**config.mk**
```make
export PLATFORM = sky130hd
export DESIGN_NAME = rgmii_tx_framer
export DESIGN_NICKNAME = d
export VERILOG_FILES = /design/src/rtl/rgmii_tx_framer.sv
export SDC_FILE = /design/constraint.sdc
export NUM_CORES = 1
export LEC_CHECK = 0
export CORE_MARGIN = 4
export CORE_UTILIZATION = 45
export CTS_CLUSTER_DIAMETER = 30
export DETAILED_ROUTE_END_ITERATION = 12
export PLACE_DENSITY = 0.64
export SLEW_MARGIN = 20
export SYNTH_ARGS = -nofsm -noshare
export SYNTH_HDL_FRONTEND = slang
export SYNTH_SLANG_ARGS = --single-unit
```
**constraint.sdc**
```tcl
create_clock -name clk -period 2.1 [get_ports clk]
set_clock_uncertainty 0.05 [all_clocks]
set_input_delay 0.42 -clock clk [delete_from_list [all_inputs] [get_ports clk]]
set_output_delay 0.42 -clock clk [all_outputs]
set_load 0.05 [all_outputs]
```
**src/rtl/rgmii_tx_framer.sv**
```systemverilog
// rgmii_tx_framer: Ethernet TX framer (preamble/SFD, payload, pad, FCS, IFG) feeding RGMII DDR output registers
// Ports: clk/rst (sync, active-high); s_tdata/s_tvalid/s_tlast/s_tready byte stream in;
//        txd_d1/txd_d2 low/high nibble and txctl_d1 (TX_EN) / txctl_d2 (TX_EN^TX_ER) to the oddr stage;
//        frame_done pulses with the last FCS byte, underrun pulses when a frame is aborted.
module rgmii_tx_framer #(
    parameter int MIN_FRAME = 60,
    parameter int IFG_BYTES = 12
) (
    input  logic       clk,
    input  logic       rst,
    input  logic [7:0] s_tdata,
    input  logic       s_tvalid,
    input  logic       s_tlast,
    output logic       s_tready,
    output logic [3:0] txd_d1,
    output logic [3:0] txd_d2,
    output logic       txctl_d1,
    output logic       txctl_d2,
    output logic       frame_done,
    output logic       underrun
);
    typedef enum logic [2:0] {IDLE, PRE, SFD, DATA, PAD, FCS, DROP, IFG} state_t;
    localparam logic [10:0] MIN = MIN_FRAME[10:0];
    localparam logic [10:0] GAP = IFG_BYTES[10:0];
    state_t      state, state_n;
    logic [10:0] cnt, cnt_n, cnt_inc;
    logic [31:0] crc, crc_n, fcs;
    logic [7:0]  byte_n;
    logic        en_n, er_n, done_n, urun_n;
    function automatic logic [31:0] crc_byte(input logic [31:0] c, input logic [7:0] b);
        logic [31:0] r;
        r = c ^ {24'h0, b};
        for (int i = 0; i < 8; i++) r = r[0] ? (r >> 1) ^ 32'hEDB88320 : r >> 1;
        return r;
    endfunction
    // cnt is shared: preamble index, byte count (saturating), FCS index, IFG timer
    assign cnt_inc = (cnt == 11'h7ff) ? cnt : cnt + 11'd1;
    assign fcs     = ~crc;
    always_comb begin
        state_n = state;
        cnt_n   = cnt;
        crc_n   = crc;
        byte_n  = 8'h00;
        en_n    = 1'b0;
        er_n    = 1'b0;
        done_n  = 1'b0;
        urun_n  = 1'b0;
        case (state)
            IDLE: if (s_tvalid) begin
                // the first preamble byte is launched from IDLE so it appears on the very next cycle
                state_n = PRE;
                cnt_n   = 11'd1;
                byte_n  = 8'h55;
                en_n    = 1'b1;
            end
            PRE: begin
                byte_n  = 8'h55;
                en_n    = 1'b1;
                cnt_n   = cnt_inc;
                state_n = (cnt == 11'd6) ? SFD : PRE;
            end
            SFD: begin
                byte_n  = 8'hD5;
                en_n    = 1'b1;
                crc_n   = '1;
                cnt_n   = '0;
                state_n = DATA;
            end
            DATA: if (s_tvalid) begin
                byte_n = s_tdata;
                en_n   = 1'b1;
                crc_n  = crc_byte(crc, s_tdata);
                cnt_n  = cnt_inc;
                if (s_tlast) begin
                    state_n = (cnt_inc < MIN) ? PAD : FCS;
                    cnt_n   = (cnt_inc < MIN) ? cnt_inc : '0;
                end
            end else begin
                en_n    = 1'b1;
                er_n    = 1'b1;
                urun_n  = 1'b1;
                state_n = DROP;
            end
            PAD: begin
                en_n    = 1'b1;
                crc_n   = crc_byte(crc, 8'h00);
                state_n = (cnt_inc >= MIN) ? FCS : PAD;
                cnt_n   = (cnt_inc >= MIN) ? '0 : cnt_inc;
            end
            FCS: begin
                byte_n  = fcs[{cnt[1:0], 3'b000} +: 8];
                en_n    = 1'b1;
                done_n  = cnt[1:0] == 2'd3;
                state_n = done_n ? IFG : FCS;
                cnt_n   = done_n ? '0 : cnt_inc;
            end
            DROP: if (s_tvalid && s_tlast) begin
                state_n = IFG;
                cnt_n   = '0;
            end
            // one byte-time beyond IFG_BYTES stands in for the IDLE cycle, so back-to-back
            // frames see IFG_BYTES+1 idle bytes between the last FCS byte and the next preamble
            IFG: begin
                cnt_n   = cnt_inc;
                state_n = (cnt == GAP) ? IDLE : IFG;
            end
            default: state_n = IDLE;
        endcase
    end
    always_ff @(posedge clk) begin
        if (rst) begin
            state      <= IDLE;
            cnt        <= '0;
            crc        <= '1;
            s_tready   <= 1'b0;
            txd_d1     <= '0;
            txd_d2     <= '0;
            txctl_d1   <= 1'b0;
            txctl_d2   <= 1'b0;
            frame_done <= 1'b0;
            underrun   <= 1'b0;
        end else begin
            state      <= state_n;
            cnt        <= cnt_n;
            crc        <= crc_n;
            s_tready   <= (state_n == DATA) || (state_n == DROP);
            txd_d1     <= byte_n[3:0];
            txd_d2     <= byte_n[7:4];
            txctl_d1   <= en_n;
            txctl_d2   <= en_n ^ er_n;
            frame_done <= done_n;
            underrun   <= urun_n;
        end
    end
endmodule

```
==> out/qor.yml <==
crit_start: "cnt[0]$_SDFFE_PP0P_"
synth_to_final_area_change_pct: 36.9
setup_violations: 1
n_antenna_cell: 0
layout.cells.most_common: "buf_4"
dr.first_iter.drc_count: 386
grt_first_pass_wirelength_mm: 24.1
globalplace.congestion: 0.906
clock_sinks: 59
arrival_time_at_the_worst_endpoint_ps: 2290
layout_setup_ws_ps: -3.80
dpl.hpwl_mm: 11.0
synth.lib_cells_used.distinct: 63
grt_pass1_vias: 4554
worst-slew-pin-transition_ps: 553
utilization: 0.642
syn_inst_count: 561
detail-route-antenna-nets: 0
criticalPathCategory: "reg -> reg"
hold_start: "crc[11]$_SDFFE_PP1P_"
yosys_register_bits: 59
fin_total_pwr_w: 0.00323
period_share: 1.00
whs_ps: 480
rows: 36
dr_total_vias: 4803
worst-path-max-fanout: 7
routed_wl_mm: 15.4
dieWidth_um: 110
layoutNonFillerInstCount: 801
track_usage: 0.262
timing.final.max_slew_violations: 0
core_area_mm2: 0.00991
synth.yosys.seq_area_share: 0.254
mappedNetlistArea_mm2: 0.00464
worst_hold_path_type: "reg -> reg"
final-hold-violation-count: 0
grt_max_degree: 35
synth_edf_count: 0
crit-reg2reg-launch: "cnt[0]$_SDFFE_PP0P_"
die_h_um: 110
worstSkewPairLatency_ps: 360
run_status: "complete, but fails checks"
h-tree-depth: 3
vdd_ir_drop_max_uv: 347
synthFlopType: "dfxtp_1"
cts_made_buffers: 9
drcViolationCount: 0
maxClockFrequency_mhz: 475
grt_overflow_total: 0
max-slew-margin-rel: 0.630
drv.max_cap_violation_count: 0
design.portCount: 25
dp.cells: 783
place.port_buffers: 24
nFillCells: 819
count_of_tritonroute_iterations_in_the_first_routing_pass: 5
initial_utilization: 0.469
post_drt_wl_per_cell_um: 19.3
clock_tree.buffer_depth: 2
rsz_0062_raised_after_global_routing: "yes"
critical_path_required_ps: 2290
floorplan.die_area_mm2: 0.0120
power.density_cell_area_mw_per_mm2: 508
clock_tree.root_cell: "clkbuf_8"
cts.hold.buffers_added: 0
worst_setup_path_start_kind: "flip-flop"
mean_syn_cell_area_um2: 8.28
number_of_nets_in_the_synthesized_netlist: 577
design.final.nets: 679
failed_checks: "setup timing"
timing.critical_path.to_type: "flip-flop"
path_clk_slew_ps: 80
grt_antenna_before_repair: 0
route.detailed.vias_per_inst: 6.00
tritoncts: "done"
layout_cells_sized_above_1: 0.305
mostFrequentLayoutCells: "buf_4, xnor2_1, nor2_1, dfxtp_1, nand2_1"
postSynth.asyncResetShare: 0
post-route-min-period_ps: 2100
synth.yosys.warnings: 0
total_leakage_power_nw: 2.47
[flip-flops by register name, summed over array words and instances (netlist names)]
register / cells
s_tready: 1
txctl_d1: 1
cnt: 11
txctl_d2: 1
txd_d2: 4
crc: 32
frame_done: 1
state: 3
txd_d1: 4
underrun: 1
[cells by family after synthesis]
group                    synth area share
multiplexers                       0.0439
adder cells (fa/ha/maj)            0.0108
flip-flops                          0.254
buffers and inverters              0.0541
AO/OA/AOI/OAI                       0.243
XOR/XNOR                            0.248
AND/OR/NAND/NOR                     0.145
[path summary, 6_finish.rpt]
check                         endpoint  slack (ps)  depth (start not counted)
hold reg to reg   crc[11]$_SDFFE_PP1P_         480                          1
setup / recovery   cnt[7]$_SDFFE_PP0P_          -4                          9
setup reg to reg   cnt[7]$_SDFFE_PP0P_          -4                          9
hold / removal    crc[11]$_SDFFE_PP1P_         480                          1
[layer usage]
metal / GRT usage / routed length, um / part of all wire
met5: 0 / 0 / 0
met2: 0.419 / 7310 / 0.47
met4: 0.0837 / 337 / 0.022
met3: 0.0393 / 1210 / 0.078
met1: 0.362 / 6580 / 0.43
[stage by stage]
step | worst slack (ps) | TNS (ps) | cell area [um2]
finish | -3.80 | -3.80 | 6360
global route | -89.2 | -358 | 6360
CTS | -34.9 | -113 | 6110
detailed placement | -486 | -12470 | 5750
global placement | -438 | -11550 | 5750
floorplan | 1.41 | 0 | 4670
[cell type report]
class | count | area (um2) | share of cell area
clock buffers | 12 | 155 | 0.0244
clock inverters | 4 | 120 | 0.0189
inverters | 10 | 40.0 | 0.00630
repair buffers | 140 | 1160 | 0.183
well taps | 133 | 166 | 0.0262
flip-flops and latches | 59 | 1200 | 0.189
multi-input cells | 443 | 3510 | 0.552
[power breakdown]
group,internal [W],switching (W)
Clock,0.000975,0.000501
Sequential,0.00113,0.00000837
Combinational,0.000295,0.000322
Total,0.00240,0.000831
[critical path, stage by stage, from the launching register on]
cell	delay, ps
dfxtp_4	370
ha_4	170
buf_6	110
nand4_1	120
a31o_2	290
o2bb2ai_2	150
a41o_4	290
buf_4	160
a41oi_2	170
mux2i_1	90
[Yosys cell counts (11+ instances only)]
master / count / share of area
a21oi_1: 24 / 0.026
nor2_1: 57 / 0.046
o21bai_1: 19 / 0.031
nand2_1: 34 / 0.027
a211oi_1: 12 / 0.019
a221oi_1: 15 / 0.028
clkbuf_1: 31 / 0.025
xnor2_1: 71 / 0.13
buf_2: 12 / 0.013
nor3_1: 11 / 0.012
xor2_1: 38 / 0.072
o21ai_0: 28 / 0.030
dfxtp_1: 59 / 0.25
[what timing repair did]
| item | CTS | global route |
|---|---|---|
| resized for setup | 22 | 53 |
| buffers inserted | 0 | 2 |
| pin swaps | 3 | 10 |
| endpoints found under the setup margin | 20 | 36 |
No activity file was read; power rests on OpenSTA's default activity.
